--- src/rtl/rr_arbiter_8_pkg.sv ---
// Shared constants and types for the 8-way round-robin arbiter.
// Also provides the 8-to-3 one-hot encoder used across the design.
package rr_arbiter_8_pkg;

    localparam int N_REQ  = 8;
    localparam int IDX_W  = 3;
    localparam int HOLD_W = 8;

    typedef enum logic {
        IDLE = 1'b0,
        BUSY = 1'b1
    } state_t;

    // One-hot (or zero) to binary index: bit 0 -> 0, bit 7 -> 7.
    function automatic logic [IDX_W-1:0] enc8(
        input logic [N_REQ-1:0] oh
    );
        logic [IDX_W-1:0] idx;
        idx = '0;
        for (int i = 0; i < N_REQ; i++) begin
            if (oh[i]) idx = idx | IDX_W'(i);
        end
        return idx;
    endfunction

endpackage

--- src/rtl/rr_arbiter_8_pick.sv ---
// Rotate-priority picker: first set request at or above ptr,
// wrapping 7 -> 0. Purely combinational.
module rr_pick8
    import rr_arbiter_8_pkg::*;
(
    input  logic [N_REQ-1:0] req,
    input  logic [IDX_W-1:0] ptr,
    output logic [N_REQ-1:0] winner,
    output logic [IDX_W-1:0] index,
    output logic             any
);

    logic [IDX_W-1:0] cand;

    // Scan upward from ptr; the first hit wins.
    always_comb begin
        winner = '0;
        any    = 1'b0;
        cand   = '0;
        for (int k = 0; k < N_REQ; k++) begin
            cand = ptr + IDX_W'(k);
            if (!any && req[cand]) begin
                winner[cand] = 1'b1;
                any          = 1'b1;
            end
        end
    end

    assign index = enc8(winner);

endmodule

--- src/rtl/rr_arbiter_8.sv ---
// 8-way round-robin arbiter with a hold limit that forces
// release when other requesters wait; outputs are all registered.
module rr_arbiter_8
    import rr_arbiter_8_pkg::*;
#(
    parameter int unsigned MAX_HOLD = 16
)
(
    input  logic             clk,
    input  logic             reset,
    input  logic [N_REQ-1:0] req,
    output logic [N_REQ-1:0] gnt,
    output logic [IDX_W-1:0] gnt_idx,
    output logic             gnt_valid
);

    localparam logic [HOLD_W-1:0] HOLD_MAX =
        HOLD_W'(MAX_HOLD - 1);

    state_t            state_q, state_d;
    logic [N_REQ-1:0]  gnt_q, gnt_d;
    logic [IDX_W-1:0]  idx_q, idx_d;
    logic              valid_q, valid_d;
    logic [IDX_W-1:0]  ptr_q, ptr_d;
    logic [HOLD_W-1:0] hold_q, hold_d;

    logic [N_REQ-1:0]  pick_oh;
    logic [IDX_W-1:0]  pick_idx;
    logic              pick_any;
    logic              holder_req;
    logic              others;
    logic              preempt;

    rr_pick8 u_pick (
        .req    (req),
        .ptr    (ptr_q),
        .winner (pick_oh),
        .index  (pick_idx),
        .any    (pick_any)
    );

    assign holder_req = req[idx_q];
    assign others     = |(req & ~gnt_q);
    assign preempt    = (hold_q == HOLD_MAX) && others;

    // Next-state: arbitrate in IDLE, hold or release in BUSY.
    always_comb begin
        state_d = state_q;
        gnt_d   = gnt_q;
        idx_d   = idx_q;
        valid_d = valid_q;
        ptr_d   = ptr_q;
        hold_d  = hold_q;
        unique case (state_q)
            IDLE: begin
                gnt_d   = '0;
                valid_d = 1'b0;
                if (pick_any) begin
                    state_d = BUSY;
                    gnt_d   = pick_oh;
                    idx_d   = pick_idx;
                    valid_d = 1'b1;
                    ptr_d   = pick_idx + IDX_W'(1);
                    hold_d  = '0;
                end
            end
            BUSY: begin
                if (!holder_req || preempt) begin
                    state_d = IDLE;
                    gnt_d   = '0;
                    valid_d = 1'b0;
                end else if (hold_q != HOLD_MAX) begin
                    hold_d = hold_q + HOLD_W'(1);
                end
            end
            default: begin
                state_d = IDLE;
                gnt_d   = '0;
                valid_d = 1'b0;
            end
        endcase
    end

    // State and output registers, cleared asynchronously.
    always_ff @(posedge clk or posedge reset) begin
        if (reset) begin
            state_q <= IDLE;
            gnt_q   <= '0;
            idx_q   <= '0;
            valid_q <= 1'b0;
            ptr_q   <= '0;
            hold_q  <= '0;
        end else begin
            state_q <= state_d;
            gnt_q   <= gnt_d;
            idx_q   <= idx_d;
            valid_q <= valid_d;
            ptr_q   <= ptr_d;
            hold_q  <= hold_d;
        end
    end

    assign gnt       = gnt_q;
    assign gnt_idx   = idx_q;
    assign gnt_valid = valid_q;

endmodule

--- config.mk ---
export PLATFORM = sky130hd
export DESIGN_NAME = rr_arbiter_8
export DESIGN_NICKNAME = d
export VERILOG_FILES = /design/src/rtl/rr_arbiter_8_pkg.sv /design/src/rtl/rr_arbiter_8_pick.sv /design/src/rtl/rr_arbiter_8.sv
export SDC_FILE = /design/constraint.sdc
export NUM_CORES = 1
export LEC_CHECK = 0
export CAP_MARGIN = 15
export CORE_MARGIN = 10
export CORE_UTILIZATION = 50
export CTS_CLUSTER_SIZE = 25
export DETAILED_ROUTE_END_ITERATION = 8
export DONT_BUFFER_PORTS = 1
export GPL_TIMING_DRIVEN = 0
export PLACE_DENSITY = 0.64
export SYNTH_ARGS = -nofsm -noshare
export SYNTH_HDL_FRONTEND = slang
export SYNTH_SLANG_ARGS = --single-unit
--- constraint.sdc ---
create_clock -name clk -period 11.1 [get_ports clk]
set_input_delay 3.33 -clock clk [delete_from_list [all_inputs] [get_ports clk]]
set_output_delay 3.33 -clock clk [all_outputs]
set_load 0.005 [all_outputs]
==> results by group <==
Placement
  • # port buffers: 0
  • HPWL Detailed: 6560 microns
  • Gpl congestion: 0.929

CTS
  • # Post-CTS Setup Buffers: 0
  • Clk_lat worst skew: 0.26 ns
  • Post-CTS sizing: 0
  • Clk slew on worst S/H paths: 0.08 ns
  • Clock tree buffer depth: 2
  • TritonCTS clock tree: yes
  • TritonCTS Sinks: 24
  • Root buffer cell: clkbuf_8
  • Htree depth: 1
  • CTS buffer count: 3
  • Hold buffer count at CTS: 0

Finish
  • Nets: 329
  • Antenna diodes: 0
  • Layout cells sized above 1: 0.171
  • Synthesis-to-finish area growth: 5.13%
  • Layout fillers: 523

Timing
  • FMAX: 163 MHz
  • Total negative slack: 0 ns
  • Setup violations, final: 0
  • Clock Skew: 0.00230 ns
  • Worst-Margin Slew: 0.886 ns
  • Slew headroom: 0.409
  • Crit path time final: 6.15 ns
  • Final period util: 0.554
  • Unrepaired setup endpoints after global routing: false
  • Max Slew Vio Count: 0
  • Final Hold Viols: 0

Worst setup path
  • Critical path fanouts, max: 10
  • Worst Path Required: 11.25 ns
  • Setup crit end kind: register
  • Critical Path AT: 6.30 ns
  • Crit path from: req[6]
  • Critical setup path kind: in -> reg
  • Worst R2R Start: ptr_q[2]
  • R2r setup slk: 6.59 ns
  • Critical path launch point type: input pin

Worst hold path
  • Hold wc startpoint: hold_q[1]
  • Tightest Hold Check Type: reg -> reg

Floorplanning
  • Area of the die: 9070 sq um
  • Initial Util: 0.514
  • Io pins: 22
  • Core ar.: 5510 sq um
  • FP Rows: 27
  • Die W: 95.3 microns
  • Die height: 95.3 microns

Routing
  • Via-per-instance ratio: 7.05
  • DRC: 0
  • DRT Pass-1 Iters: 5
  • Drt initial violations: 386
  • Via count: 2,694
  • Avg WL per Cell: 22.4 microns
  • Post-route antenna net violation count: 0
  • WL final: 8570 microns

Yosys
  • Flops & latches, synth: 24
  • FFs w/ async S/R, synth: 1.00
  • YS warnings: 0
  • Syn nets: 324
  • Cells after Synth: 306
  • Primary FF master, synth: dfrtp_1
  • Sequential fraction of the synthesis area: 0.212
  • Mapped Area: 2830 sq um
  • Netlist cell types: 67
  • Number of synthesized flops with an enable pin: 0
  • Avg Inst Size Synth: 9.25 sq um

GRT
  • Global Route Usage Sum: 0.190
  • Pin count of the biggest net entering global routing: 25
  • First-pass GRT wire length: 13,800 microns
  • Total gr overflow: 0
  • Initial antenna violation count: 0
  • Vias in the first global route: 2,456

Flow run
  • Max-Cap Viols: 0

Outcome
  • Status: completed
## routing by layer
layer  routed length (microns)  global-route usage  vias up
li1                          -                   -     1182
met1                      3780               0.277     1337
met2                      3890               0.272      157
met3                       778              0.0393       18
met4                       132              0.0549        0
met5                         0                   0        -
## critical path: stages
cell       delay (ns)
bufbuf_16        0.25
mux4_2           0.50
mux2i_1          0.34
nand2b_1         0.25
nor4_1           0.09
nor4_1           0.57
nand2_1          0.13
or3_4            0.37
ha_1             0.22
xnor2_1          0.15
mux2i_1          0.09
## kinds of logic (layout without fill, tap and decap cells)
| logic type | Yosys count | after routing | share of synthesized area |
|---|---|---|---|
| AO/OA/AOI/OAI | 70 | 70 | 0.181 |
| XOR/XNOR | 9 | 9 | 0.0278 |
| adder cells (fa/ha/maj) | 8 | 8 | 0.0354 |
| buffers and inverters | 36 | 40 | 0.106 |
| flip-flops | 24 | 24 | 0.212 |
| multiplexers | 40 | 40 | 0.224 |
| AND/OR/NAND/NOR | 119 | 119 | 0.214 |
## final timing paths
path | depth (start not counted) | endpoint
worst max-delay path | 11 | ptr_q[2]
worst min-delay path | 2 | hold_q[1]
worst max register to register | 12 | ptr_q[2]
worst min register to register | 2 | hold_q[1]
max in group asynchronous | 1 | gnt[6]
min in group asynchronous | 1 | hold_q[0]
## sequential cells by signal, indices dropped and copies added (netlist names)
name and count:
ptr_q 3, gnt_idx 3, hold_q 8, gnt 8
gnt_valid 1, state_q 1
## layout make-up
cell class / count / area [sq um] / area share
inverter: 16 / 60.1 / 0.0202
tap: 72 / 90.1 / 0.0303
buffer: 20 / 239 / 0.0803
clock buffer: 4 / 55.1 / 0.0185
sequential: 24 / 601 / 0.202
multi-input combinational: 246 / 1930 / 0.649
## layout by cell type (no fill, tap or decap), drive strengths merged, types with 5 or more instances in the layout
cell type,Yosys,final
ha,8,8
nand2,40,40
and3,5,5
buf,8,8
xnor2,6,6
a221oi,5,5
o21ai,18,18
nand3,9,9
nor2,18,18
inv,15,15
nor3,6,6
mux4,16,16
clkbuf,10,14
dfrtp,24,24
mux2,8,8
nand4,7,7
nand2b,5,5
o22ai,9,9
mux2i,16,16
nor4,9,9
a21oi,6,6
## metrics by stage
stage          cell area, sq um  cells  setup slack [ns]  hold slack (ns)   util
2_1_floorplan              2830    306              5.22            0.471      -
4_1_cts                    2980    382              5.01            0.553  0.541
5_1_grt                    2980    382              4.81            0.588  0.541
3_5_place_dp               2920    378              4.74            0.538  0.531
6_report                   2980    382              4.95            0.544  0.541
3_3_place_gp               2920    378              4.66            0.504  0.531
## synth_stat cells (all sizes together) (9+ instances only)
master | instances | area share
nand2 | 40 | 0.053
dfrtp | 24 | 0.21
mux2i | 16 | 0.057
nor2 | 18 | 0.024
clkbuf | 10 | 0.034
o21ai | 18 | 0.032
o22ai | 9 | 0.020
mux4 | 16 | 0.13
inv | 15 | 0.020
nor4 | 9 | 0.020
nand3 | 9 | 0.016
Power is left out: the tool's default activity adds up to more than one toggle a clock period on the data nets, which glitch-free logic cannot reach.
